<file path="src/rtl/muldiv_unit.sv">
// Iterative unsigned multiply/divide unit with a backpressured writeback port.
// MUL/MULH use shift-add and DIVU/REMU use restoring division. Each takes XLEN
// iterations. Divide by zero skips the iterations and finishes in one cycle.
module muldiv_unit #(
  parameter int XLEN = 32
) (
  input  logic            clk,
  input  logic            rst,
  input  logic            start,
  input  logic [1:0]      op,
  input  logic [XLEN-1:0] rs_data,
  input  logic [XLEN-1:0] rt_data,
  input  logic [4:0]      dest,
  input  logic            flush,
  output logic            busy,
  output logic            wb_valid,
  output logic [4:0]      wb_rd,
  output logic [XLEN-1:0] wb_data,
  input  logic            wb_ready
);

  localparam int CW = $clog2(XLEN);

  typedef enum logic [1:0] {
    S_IDLE,
    S_RUN,
    S_DONE
  } state_t;

  typedef enum logic [1:0] {
    OP_MUL  = 2'b00,
    OP_MULH = 2'b01,
    OP_DIVU = 2'b10,
    OP_REMU = 2'b11
  } op_t;

  state_t          state_q, state_d;
  op_t             op_q;
  logic [4:0]      rd_q;
  logic [XLEN-1:0] opnd_q;   // multiplicand A for multiply, divisor B for divide
  logic [XLEN:0]   hi_q;     // product high word, or the XLEN+1 bit remainder
  logic [XLEN-1:0] lo_q;     // product low word / multiplier, or the quotient
  logic [CW-1:0]   cnt_q;

  logic            accept;
  logic            div_by_zero;
  logic            last_iter;
  logic [XLEN:0]   mul_sum;
  logic [XLEN:0]   div_shift;
  logic [XLEN:0]   div_diff;
  logic [XLEN:0]   hi_step;
  logic [XLEN-1:0] lo_step;

  assign accept      = start && (state_q == S_IDLE) && !flush;
  assign div_by_zero = op[1] && (rt_data == '0);
  assign last_iter   = (cnt_q == CW'(XLEN - 1));

  // State register.
  // NOTE: sequential blocks use non-blocking (<=) so every flop samples pre-edge values.
  always_ff @(posedge clk or negedge rst) begin
    if (!rst) state_q <= S_IDLE;
    else      state_q <= state_d;
  end

  // Next-state logic. Flush overrides start and wb_ready.
  // NOTE: default assigned first so no path through the block leaves state_d unassigned (no latch).
  always_comb begin
    state_d = state_q;
    if (flush) begin
      state_d = S_IDLE;
    end else begin
      unique case (state_q)
        S_IDLE: if (start)     state_d = div_by_zero ? S_DONE : S_RUN;
        S_RUN:  if (last_iter) state_d = S_DONE;
        S_DONE: if (wb_ready)  state_d = S_IDLE;
        default:               state_d = S_IDLE;
      endcase
    end
  end

  // One iteration of the selected algorithm, computed from the current registers.
  always_comb begin
    mul_sum   = {1'b0, hi_q[XLEN-1:0]} + (lo_q[0] ? {1'b0, opnd_q} : '0);
    div_shift = {hi_q[XLEN-1:0], lo_q[XLEN-1]};
    div_diff  = div_shift - {1'b0, opnd_q};
    hi_step   = div_shift;
    lo_step   = {lo_q[XLEN-2:0], 1'b0};
    if (op_q[1]) begin
      // A clear top bit means the trial subtraction did not go negative.
      if (!div_diff[XLEN]) begin
        hi_step = div_diff;
        lo_step = {lo_q[XLEN-2:0], 1'b1};
      end
    end else begin
      // Shift {carry, hi, lo} right by one. The carry becomes the new top of hi.
      hi_step = {1'b0, mul_sum[XLEN:1]};
      lo_step = {mul_sum[0], lo_q[XLEN-1:1]};
    end
  end

  // Operand latch, iteration registers and counter.
  // NOTE: the datapath is reset as well, because wb_rd and wb_data must read zero during reset.
  always_ff @(posedge clk or negedge rst) begin
    if (!rst) begin
      op_q   <= OP_MUL;
      rd_q   <= '0;
      opnd_q <= '0;
      hi_q   <= '0;
      lo_q   <= '0;
      cnt_q  <= '0;
    end else if (accept) begin
      op_q  <= op_t'(op);
      rd_q  <= dest;
      cnt_q <= '0;
      if (op[1]) begin
        opnd_q <= rt_data;
        if (div_by_zero) begin
          hi_q <= {1'b0, rs_data};   // remainder = dividend
          lo_q <= '1;                // quotient = all ones
        end else begin
          hi_q <= '0;
          lo_q <= rs_data;
        end
      end else begin
        opnd_q <= rs_data;
        hi_q   <= '0;
        lo_q   <= rt_data;
      end
    end else if (state_q == S_RUN && !flush) begin
      hi_q  <= hi_step;
      lo_q  <= lo_step;
      cnt_q <= cnt_q + CW'(1);
    end
  end

  assign busy     = (state_q != S_IDLE);
  assign wb_valid = (state_q == S_DONE);
  assign wb_rd    = rd_q;

  // Result select by the latched op.
  always_comb begin
    wb_data = lo_q;
    unique case (op_q)
      OP_MUL, OP_DIVU: wb_data = lo_q;
      OP_MULH, OP_REMU: wb_data = hi_q[XLEN-1:0];
      default:         wb_data = lo_q;
    endcase
  end

endmodule

</file>
<file path="config.mk">
export PLATFORM = sky130hd
export DESIGN_NAME = muldiv_unit
export DESIGN_NICKNAME = d
export VERILOG_FILES = /design/src/rtl/muldiv_unit.sv
export SDC_FILE = /design/constraint.sdc
export NUM_CORES = 1
export LEC_CHECK = 0
export ABC_CLOCK_PERIOD_IN_PS = 3000
export BUFFER_PORTS_ARGS = -buffer_cell sky130_fd_sc_hd__clkbuf_2
export CAP_MARGIN = 20
export CORE_AREA = 2 2 206 107
export CTS_CLUSTER_SIZE = 10
export DETAILED_ROUTE_END_ITERATION = 10
export DIE_AREA = 0 0 208 109
export PLACE_DENSITY = 0.82
export SLEW_MARGIN = 20
export SYNTH_ARGS = -nofsm -noshare
export SYNTH_HDL_FRONTEND = slang
export SYNTH_SLANG_ARGS = --single-unit
</file>
<file path="constraint.sdc">
create_clock -name clk -period 3 [get_ports clk]
set_input_delay 0.6 -clock clk [delete_from_list [all_inputs] [get_ports clk]]
set_output_delay 0.6 -clock clk [all_outputs]
set_load 0.005 [all_outputs]
</file>
; ---- After elaboration in Yosys (flattened, before gate mapping)
; Cells that the tools add are included.
[word_totals]
ff_bits = 110
in_bits = 76
wordCells = 55
[op_classes]
addsub = 3
n_eq_ne = 9
n_mux = 23
n_reduce_logical = 13
[op_table]
columns = cell, count
row1 = 2-to-1 mux 32 bit, 13
row2 = one-hot mux 32 bit (2 select lines), 1
row3 = adder 32 x 32 -> 33 bit, 1
row4 = subtractor 33 x 32 -> 33 bit, 1
row5 = logical NOT 32 bit, 1
row6 = 2-to-1 mux 2 bit, 5
row7 = 2-to-1 mux 5 bit, 2
row8 = "equality test 2 bit, second input constant", 3
row9 = "!= test 3 bit, second input constant", 2
row10 = one-hot mux 2 bit (3 select lines), 1
row11 = "adder 5 x 1 -> 5 bit, second input constant", 1
row12 = "equality test 5 bit, second input constant", 1
row13 = "equality test 2 x 1 -> 1 bit, second input constant", 2
row14 = logical AND 1 bit, 4
row15 = logical NOT 2 bit, 2
row16 = nonzero test 2 bit, 2
row17 = OR reduction 2 bit, 2
row18 = "!= test 3 x 2 -> 1 bit, second input constant", 1
row19 = AND reduction 3 bit, 1
row20 = logical NOT 1 bit, 1
row21 = 2-to-1 mux 1 bit, 1

; ---- Depth between registers and ports, before layout
; Gate-level depths: netlist of the first run.
[logic_depth]
depth_word = 6
ltp_mapped = 14

; ---- Worst setup path after synthesis of the first run
; Ideal clock, no wire load.
[synth_timing]
path_kind = reg2reg
start = register lo_q[0]
end = register hi_q[31]
t_arrival_ns = 2.891
required_time_ns = 2.872
path_slack_ns = -0.019
path_stages_with_launch = 13
synth_period_minus_slack_ns = 3.019
path_cell_list = dfrtp_1 > and2_1 > ha_1 > fa_1 > a21oi_1 > o21ai_0 > o22ai_1 > o21ai_0 > a311oi_1 > o21ai_0 > a221o_1 > a211oi_1 > a211oi_1
[synth_via]
elab_chain_cells = 5
[synth_rtl]
columns = element, line_no
row1 = from (decl), 42  ; logic [XLEN-1:0] lo_q;
row2 = from (signal assigned), 122  ; lo_q <= rs_data;
row3 = from (signal assigned), 127  ; lo_q <= rt_data;
row4 = from (signal assigned), 131  ; lo_q <= lo_step;
row5 = 2-to-1 mux 32 bit, 83  ; mul_sum = {1'b0, hi_q[XLEN-1:0]} + (lo_q[0] ? {1'b0, opnd_q} : '0);
row6 = adder 32 x 32 -> 33 bit, 83
row7 = 2-to-1 mux 32 bit, 88  ; if (op_q[1]) begin
row8 = 2-to-1 mux 32 bit, 129  ; end else if (state_q == S_RUN && !flush) begin
row9 = 2-to-1 mux 32 bit, 111  ; end else if (accept) begin
row10 = to (signal assigned), 118  ; hi_q <= {1'b0, rs_data};
row11 = to (signal assigned), 130  ; hi_q <= hi_step;
row12 = to (decl), 41  ; logic [XLEN:0] hi_q;
; Every way passes these cells. The select of a mux whose other input is x is not followed.
; A chain may end at the register's enable or synchronous reset.

; ---- Final worst setup path of the first run
[layout_timing]
start = register lo_q[0]
end = register hi_q[12]
; Same word-level chain as after synthesis.

==> results.yml, run 1 <==
routing:
  drt_iter0_markers: 1653
  vias: 11915
  drcViolationCount: 0
  first_pass_iters: 6
  ant_nets: 0
  wl_per_cell_um: 23.0
  via_per_inst: 6.40
  wl_mm: 42.9
setup_path:
  cp.arrival_ns: 3.36
  worstPathCellList: "buf_6 > buf_6 > and2_4 > ha_4 > o21a_1 > o211ai_1 > a21oi_4 > o21a_1 > buf_6 > o21a_1 > nor2_2 > xnor2_1 > a222oi_1 > o21ai_1"
  endpoint_kind: "flop"
  start_kind: "flop"
  critPathRequiredTime_ns: 3.22
  critPathSlowestCell: "dfrtp_2"
  crit_type: "reg2reg"
  cp_max_fo: 6
  critical_path_buf_inv_count: 3
  crit_path_max_incr_delay_ns: 0.47
  critPathTopFamily: "compound AO/OA/AOI/OAI gates"
synthesis:
  synth_area_leader_cell: "dfrtp_1"
  synth.distinct_cells: 68
  synth_most_common_cell: "nand2_1"
  synth_top_area_frac: 0.268
  synth_warnings: 0
  syn_area_mm2: 0.0103
  ys.flop_type: "dfrtp_1"
  synthArstFlopShare: 1.00
  synth_area_leaders: "dfrtp_1 27%, ha_1 8.1%, o21ai_0 7.4%"
  synthCells: 1297
  ys_ff_latch: 110
  synth_common_cells: "199 x nand2_1, 152 x o21ai_0, 110 x dfrtp_1"
  synth_edf_count: 0
  ys_seq_area_frac: 0.268
  synth_area_per_cell_um2: 7.91
  syn_nets: 1441
run_status:
  status: "finished with violations"
  violations: "setup timing"
clock_tree:
  clockBufferDepth: 2
  root_buffer: "clkbuf_16"
  clkTransAtPathRegs_ns: 0.08
  cts_hold_buf: 0
  numCtsBuffers: 9
  cts_tree: "yes"
  htreeDepth: 3
  clkSinkCount: 110
  clk_latency_ns: 0.37
sta:
  post-route-min-period_ns: 3.14
  setup_viol: 16
  finClkSkew_ns: 0.0106
  max_slew_margin: 0.355
  fin_crit_sh: 1.05
  fin_ws_ns: -0.141
  rsz0062_at_grt: "true"
  hold_viol: 0
  max_freq_ghz: 0.318
  worstMarginPinSlew_ns: 0.968
  maxSlewViolCount: 0
place:
  dp_hpwl_mm: 32.1
  port-buffer-count: 114
  place_congestion: 1.08
  dpl_cell_area_mm2: 0.0125
cells_and_area:
  num-fill-cells: 1699
  stdcell_area_mm2: 0.0138
  drive_gt1_frac: 0.343
  nNetsFinal: 1722
  area_growth_pct: 34.5
global_route:
  track_usage: 0.356
  met3_usage: 0.178
  grt_pass1_wl_mm: 61.5
  grt_max_degree: 96
  antenna_found_initial: 0
  grt_pass1_vias: 10463
  busiest_layer: "met1"
  met1_usage: 0.539
  grt_overflow: 0
  met2_usage: 0.440
floorplanning:
  num_rows: 38
  start_util: 0.488
  die_h_um: 109
  fp.dieArea_mm2: 0.0227
  core-area_mm2: 0.0210
  die_x_um: 208
  io_pins: 115
worst_hold_path:
  hold_class: "in2async"
power_and_ir_drop:
  cellPowerDensity_mw_per_mm2: 985
  p_total_mw: 13.6
  vdd_drop_max_mv: 0.476
  p_leak_nw: 6.40
run:
  drv_cap: 0
-- flip-flops by register name (all words and copies together), names as in the netlist --
signal	cells
op_q	2
wb_rd	5
lo_q	32
state_q	2
cnt_q	5
opnd_q	32
hi_q	32
-- kinds of logic (layout without fill, tap and decap cells) --
family | Yosys count | in the layout | synth area share
XOR/XNOR | 59 | 59 | 0.0504
buffers and inverters | 131 | 416 | 0.0516
adder cells (fa/ha/maj) | 68 | 68 | 0.0844
flip-flops | 110 | 110 | 0.268
other | 0 | 1 | 0
multiplexers | 111 | 111 | 0.114
AND/OR/NAND/NOR | 396 | 396 | 0.173
AO/OA/AOI/OAI | 422 | 422 | 0.258
-- power by group --
part | switching [mW] | internal (mW)
logic | 5.39 | 4.69
registers | 0.453 | 1.86
clock network | 0.610 | 0.573
-- per-stage QoR --
| stage | setup slack [ns] | utilization | hold slack [ns] | setup TNS (ns) | cells |
|---|---|---|---|---|---|
| floorplan | 0.0438 | - | 0.304 | 0 | 1297 |
| global placement | -0.387 | 0.594 | 0.457 | -4.17 | 1816 |
| detailed placement | -0.382 | 0.594 | 0.462 | -5.71 | 1816 |
| CTS | -0.0500 | 0.618 | 0.275 | -0.114 | 1838 |
| global route | -0.194 | 0.656 | 0.306 | -3.24 | 1862 |
| finish | -0.141 | 0.656 | 0.265 | -0.941 | 1863 |
-- routing by layer --
layer / share of wire / vias to the layer above
met3: 0.18 / 107
met1: 0.43 / 5598
met4: 0.019 / 0
met5: 0 / -
met2: 0.37 / 960
li1: - / 5250
-- layout by cell type, fill, tap and decap left out, types with 10 or more instances in the layout --
| cell type | instances |
|---|---|
| dfrtp_2 | 11 |
| o21ai_1 | 10 |
| a21o_1 | 27 |
| a21oi_2 | 28 |
| ha_4 | 20 |
| xor2_1 | 24 |
| clkbuf_2 | 112 |
| nor2_1 | 75 |
| nand2_1 | 196 |
| dfrtp_1 | 99 |
| buf_4 | 221 |
| a31oi_1 | 10 |
| inv_1 | 46 |
| mux2_2 | 33 |
| o211ai_1 | 45 |
| ha_1 | 43 |
| a21oi_1 | 60 |
| nand4_1 | 12 |
| and2_1 | 30 |
| mux2i_1 | 74 |
| o21ai_0 | 136 |
| o21a_1 | 11 |
| xnor2_1 | 32 |
| buf_6 | 13 |
-- repair_timing --
item | 4_1_cts | 5_1_grt
cloned | 0 | 2
pin swaps | 30 | 69
endpoints found under the setup margin | 33 | 33
gates resized for setup | 38 | 131
buffers inserted | 7 | 22
-- area by class of cell --
type	count	area (um2)	share of cell area
Timing Repair Buffer	352	2470	0.179
Multi-Input combinational cell	1056	7740	0.561
Clock buffer	10	229	0.0166
Tap cell	280	350	0.0254
Inverter	49	184	0.0133
Clock inverter	5	46.3	0.00336
Sequential cell	110	2770	0.201
Antenna cell	1	2.50	0.000181
-- path summary, 6_finish.rpt --
kind,cells past startpoint,slack (ns),to,start
worst max-delay path,14,-0.14,hi_q[12]$_DFFE_PN0P_,lo_q[0]$_DFFE_PN0P_
worst min-delay path,1,0.27,lo_q[5]$_DFFE_PN0P_,rst
worst max register to register,14,-0.14,hi_q[12]$_DFFE_PN0P_,lo_q[0]$_DFFE_PN0P_
worst min register to register,2,0.48,wb_rd[3]$_DFFE_PN0P_,wb_rd[3]$_DFFE_PN0P_
max in group asynchronous,2,1.93,hi_q[24]$_DFFE_PN0P_,rst
min in group clk,2,0.43,state_q[1]$_DFFE_PN0P_,flush
(Power assumes the default switching activity.)
==> run 2, diff against run 1 <==
Settings changed: MAX_ROUTING_LAYER from default to met4.
==> run 2 against run 1 <==
  * The flow still finishes with violations (setup timing)
  * Hold slack got worse by 0.048 ns
  * Setup slack gained 0.011 ns
  * Critical path depth decreased by 2
  * Critical path type unchanged
  * Critical endpoint is now hi_q[15]$_DFFE_PN0P_
==> results.yml, run 2 (synthesized netlist as in run 1, its figures left out) <==
cells_and_area:
  insertedDiodeCount: 0
  area_growth_pct: 34.1
  final_cell_mix: "200 x buf_4, 194 x nand2_1, 136 x o21ai_0, 112 x clkbuf_2, 89 x dfrtp_1"
  nNetsFinal: 1699
  final_util: 0.655
  num-fill-cells: 1643
  final_common_cell: "buf_4"
  stdcell_area_mm2: 0.0138
  drive_gt1_frac: 0.346
  largestRegisters: "hi_q (32), lo_q (32), opnd_q (32)"
  stdcell_count: 1840
power_and_ir_drop:
  netSwitchingFraction: 0.473
  vdd_drop_max_mv: 0.450
  p_total_mw: 13.7
  p_comb_frac: 0.740
  pwr-share-clk: 0.087
  switching_power_mw: 6.47
  cellPowerDensity_mw_per_mm2: 995
  cell_internal_pwr_mw: 7.22
  seq_power_share: 0.173
  p_leak_nw: 6.30
setup_path:
  cp_max_fo: 4
  endpoint_kind: "flop"
  start_kind: "flop"
  critPathRequiredTime_ns: 3.23
  crit_type: "reg2reg"
  cp.arrival_ns: 3.36
routing:
  wl_met2_mm: 15.7
  wl_per_cell_um: 22.8
  wl_mm: 41.9
  ant_nets: 0
  dr_wl_met3_mm: 7.53
  via_per_inst: 6.30
  vias: 11598
  drcViolationCount: 0
  first_pass_iters: 6
  drt-met1-wl_mm: 18.1
  dr.max_layer_used: "met4"
  drt_iter0_markers: 1321
clock_tree:
  cts_hold_buf: 0
  clkTransAtPathRegs_ns: 0.08
  cts_tree: "yes"
  root_buffer: "clkbuf_16"
  numCtsBuffers: 9
  clkSinkCount: 110
  htreeDepth: 3
  clockBufferDepth: 2
  clk_latency_ns: 0.37
floorplanning:
  fp.dieArea_mm2: 0.0227
  die_x_um: 208
  core-area_mm2: 0.0210
  num_rows: 38
  io_pins: 115
  start_util: 0.488
  die_h_um: 109
global_route:
  grt_pass1_vias: 10351
  grt_pass1_wl_mm: 60.9
  grt_overflow: 0
  antenna_found_initial: 0
  track_usage: 0.366
  grt_max_degree: 107
place:
  dpl_cell_area_mm2: 0.0123
  place_congestion: 1.07
  port-buffer-count: 114
  dp_hpwl_mm: 31.9
  dpl_worst_slack_ns: -0.273
  place_inst: 1797
sta:
  holdWs_ns: 0.218
  fin_ws_ns: -0.130
  worstMarginPinSlew_ns: 1.15
  finClkSkew_ns: 0.0106
  fin_crit_sh: 1.04
  max_freq_ghz: 0.320
  totalNegativeSetupSlack_ns: -0.704
  hold_viol: 0
  max_slew_margin: 0.232
  post-route-min-period_ns: 3.13
  setup_viol: 19
  maxSlewViolCount: 0
  rsz0062_at_grt: "true"
worst_hold_path:
  hold_class: "in2async"
run_status:
  violations: "setup timing"
  status: "finished with violations"
run:
  drv_cap: 0
-- run 2: layer usage --
| metal | GRT usage | vias up |
|---|---|---|
| met5 | - | - |
| li1 | - | 5202 |
| met4 | 0.0583 | 0 |
| met3 | 0.186 | 55 |
| met2 | 0.460 | 835 |
| met1 | 0.516 | 5506 |
-- run 2: critical path, stage by stage, from the launching register on --
cell and delay [ns]:
dfrtp_2 0.43, inv_1 0.07, ha_1 0.31, nand4_1 0.18, nor4_2 0.09, a221oi_1 0.30
o21ai_1 0.15, or2_4 0.28, o311ai_4 0.39, buf_4 0.19, mux2_4 0.31, mux2i_4 0.19
a211oi_2 0.10
-- run 2: timing repair --
action	CTS	global route
cloned	0	1
gates resized for setup	54	137
endpoints found under the setup margin	30	32
pin swaps	31	78
setup buffers	10	16
-- run 2: cell type report --
class	instances	area [um2]	area share
flip-flops and latches	110	2780	0.202
clock inverters	6	43.8	0.00318
repair buffers	329	2310	0.168
clock buffers	10	229	0.0166
well taps	280	350	0.0255
multi-input cells	1056	7860	0.571
inverters	49	184	0.0134
-- run 2: path summary, 6_finish.rpt --
path,end,cells past startpoint,slack (ns),from
setup / recovery,hi_q[15]$_DFFE_PN0P_,12,-0.13,opnd_q[24]$_DFFE_PN0P_
hold / removal,lo_q[5]$_DFFE_PN0P_,1,0.22,rst
setup reg to reg,hi_q[15]$_DFFE_PN0P_,12,-0.13,opnd_q[24]$_DFFE_PN0P_
hold reg to reg,wb_rd[2]$_DFFE_PN0P_,2,0.48,wb_rd[2]$_DFFE_PN0P_
max in group asynchronous,op_q[1]$_DFFE_PN0P_,2,2.01,rst
min in group clk,wb_rd[2]$_DFFE_PN0P_,3,0.42,dest[2]
-- run 2: power groups by stage --
stage	combinational (mW)	sequential (mW)	clock, mW
floorplan	4.91	2.17	0
global placement	7.98	2.28	0
detailed placement	8.15	2.30	0
CTS	8.58	2.28	1.18
global route	10.7	2.39	1.24
finish	10.1	2.37	1.19
==> run 3, diff against run 2 <==
Settings changed: ABC_CLOCK_PERIOD_IN_PS 3000 to 3900, CORE_AREA 2 2 206 107 to 2 2 134 162, DIE_AREA 0 0 208 109 to 0 0 136 164, PLACE_DENSITY 0.82 to 0.79.
Clock period 3 ns to 3.9 ns, I/O delays scaled along.
==> run 3 against run 2 <==
  * Power shrank 42%
  * Non-clock buffer count shrank 184
  * First-iteration DRC count shrank 41%
  * Sequential share of layout area grew 3.9 points
  * Clock skew grew 0.0014 ns
  * Critical path type unchanged
  * Routed wire length shrank 20%
  * Sequential power shrank 22%
  * Final cell count shrank 11%
  * Via count shrank 11%
  * The flow now finishes without violations
==> results.yml, run 3 (synthesized netlist as in run 1, its figures left out) <==
run_status:
  status: "complete, no violations"
floorplanning:
  die_x_um: 136
  num_rows: 58
  core-area_mm2: 0.0208
  io_pins: 115
  start_util: 0.494
  die_h_um: 164
  fp.dieArea_mm2: 0.0223
routing:
  drt_iter0_markers: 785
  via_per_inst: 6.29
  wl_mm: 33.5
  first_pass_iters: 5
  wl_per_cell_um: 20.3
  ant_nets: 0
  vias: 10361
  drcViolationCount: 0
place:
  dpl_cell_area_mm2: 0.0111
  port-buffer-count: 114
  place_congestion: 0.990
  dp_hpwl_mm: 24.9
clock_tree:
  cts_hold_buf: 0
  clkTransAtPathRegs_ns: 0.08
  numCtsBuffers: 9
  clk_latency_ns: 0.37
  clockBufferDepth: 2
  cts_tree: "yes"
  post-cts-setup-buffer-count: 0
  htreeDepth: 3
  clkSinkCount: 110
  root_buffer: "clkbuf_16"
  cts_resized: 0
worst_hold_path:
  hold_class: "reg2reg"
setup_path:
  worstPathCellList: "and2_1 > ha_1 > fa_1 > a21oi_1 > o21ai_0 > o22ai_1 > o21ai_0 > buf_4 > a311oi_1 > o21ai_0 > a221o_1 > a211oi_1 > a211oi_1"
  crit_path_max_incr_delay_ns: 0.43
  crit_type: "reg2reg"
  endpoint_kind: "flop"
  start_kind: "flop"
  critPathRequiredTime_ns: 4.14
  path_common_cell: "o21ai_0"
  critPathSlowestCell: "fa_1"
  cp.arrival_ns: 3.72
  cp_max_fo: 5
cells_and_area:
  area_growth_pct: 11.5
  largestRegisters: "hi_q (32), lo_q (32), opnd_q (32)"
  insertedDiodeCount: 0
  drive_gt1_frac: 0.155
  regArea_mm2: 0.00275
  final_util: 0.551
  final_common_cell: "nand2_1"
  final_cell_mix: "198 x nand2_1, 152 x o21ai_0, 112 x clkbuf_2, 109 x dfrtp_1, 88 x a21oi_1"
  stdcell_area_mm2: 0.0114
  num-fill-cells: 1985
  multi_input_area_mm2: 0.00700
  nNetsFinal: 1515
sta:
  totalNegativeSetupSlack_ns: 0
  max_slew_margin: 0.280
  post-route-min-period_ns: 3.48
  fin_crit_sh: 0.892
  max_freq_ghz: 0.287
  hold_viol: 0
  worstMarginPinSlew_ns: 1.08
  setup_viol: 0
  finClkSkew_ns: 0.0120
  maxSlewViolCount: 0
  rsz0062_at_grt: "false"
global_route:
  track_usage: 0.316
  antenna_found_initial: 0
  grt_pass1_vias: 9929
  grt_max_degree: 72
  grt_overflow: 0
  grt_pass1_wl_mm: 54.2
power_and_ir_drop:
  p_leak_nw: 5.31
  vdd_drop_max_mv: 0.305
  cellPowerDensity_mw_per_mm2: 694
  p_total_mw: 7.94
run:
  drv_cap: 0
==> run 3: cell count changes in the layout (fill, tap and decap cells not counted), moves of 10 or more <==
cell,before,now
a21oi_1,66,88
a21oi_2,22,3
buf_4,200,32
buf_6,10,0
dfrtp_1,89,109
dfrtp_2,21,1
ha_1,34,66
ha_4,31,0
o21ai_0,136,152
==> run 3: through the flow <==
step	hold WS [ns]	worst slack, ns	instances
detailed placement	0.470	0.488	1630
CTS	0.490	0.467	1646
floorplan	0.460	0.881	1297
global route	0.511	0.222	1646
global placement	0.458	0.526	1630
finish	0.480	0.421	1646
==> run 3: power breakdown <==
part           switching [mW]  internal [mW]  leakage, nW  total, mW
clock                   0.482          0.635        0.164       1.12
combinational            2.81           2.15         3.80       4.96
sequential              0.438           1.42         1.35       1.86
total                    3.73           4.21         5.31       7.94
==> run 3: metal layers <==
| layer | wire, um | global-route usage | up-vias | part of all wire |
|---|---|---|---|---|
| li1 | - | - | 4840 | - |
| met5 | 0 | - | - | 0 |
| met3 | 2000 | 0.0423 | 71 | 0.060 |
| met1 | 14500 | 0.419 | 5027 | 0.43 |
| met4 | 1150 | 0.114 | 0 | 0.034 |
| met2 | 15800 | 0.496 | 423 | 0.47 |
==> run 3: path summary, 6_finish.rpt <==
path	start	endpoint	slack (ns)	cells after the start
worst min-delay path	wb_rd[1]$_DFFE_PN0P_	wb_rd[1]$_DFFE_PN0P_	0.48	2
worst max-delay path	opnd_q[0]$_DFFE_PN0P_	hi_q[31]$_DFFE_PN0P_	0.42	13
worst min register to register	wb_rd[1]$_DFFE_PN0P_	wb_rd[1]$_DFFE_PN0P_	0.48	2
min in group asynchronous	rst	lo_q[8]$_DFFE_PN0P_	0.51	1
max in group asynchronous	rst	op_q[1]$_DFFE_PN0P_	2.58	2
worst max register to register	opnd_q[0]$_DFFE_PN0P_	hi_q[31]$_DFFE_PN0P_	0.42	13
==> run 3: cell type report <==
cell class	count	area share
Multi-Input combinational cell	1056	0.612
Sequential cell	110	0.241
Timing Repair Buffer	145	0.0718
Tap cell	270	0.0295
Clock buffer	10	0.0200
Inverter	49	0.0161
Clock inverter	6	0.0101
==> run 3: worst max-delay path, delay by kind of cell (launching register included) <==
kind,cells,cell delay [ns]
buf+inv,1,0.18
fa+ha+maj,2,0.65
flops,1,0.40
simple gates,1,0.16
compound gates,9,1.97
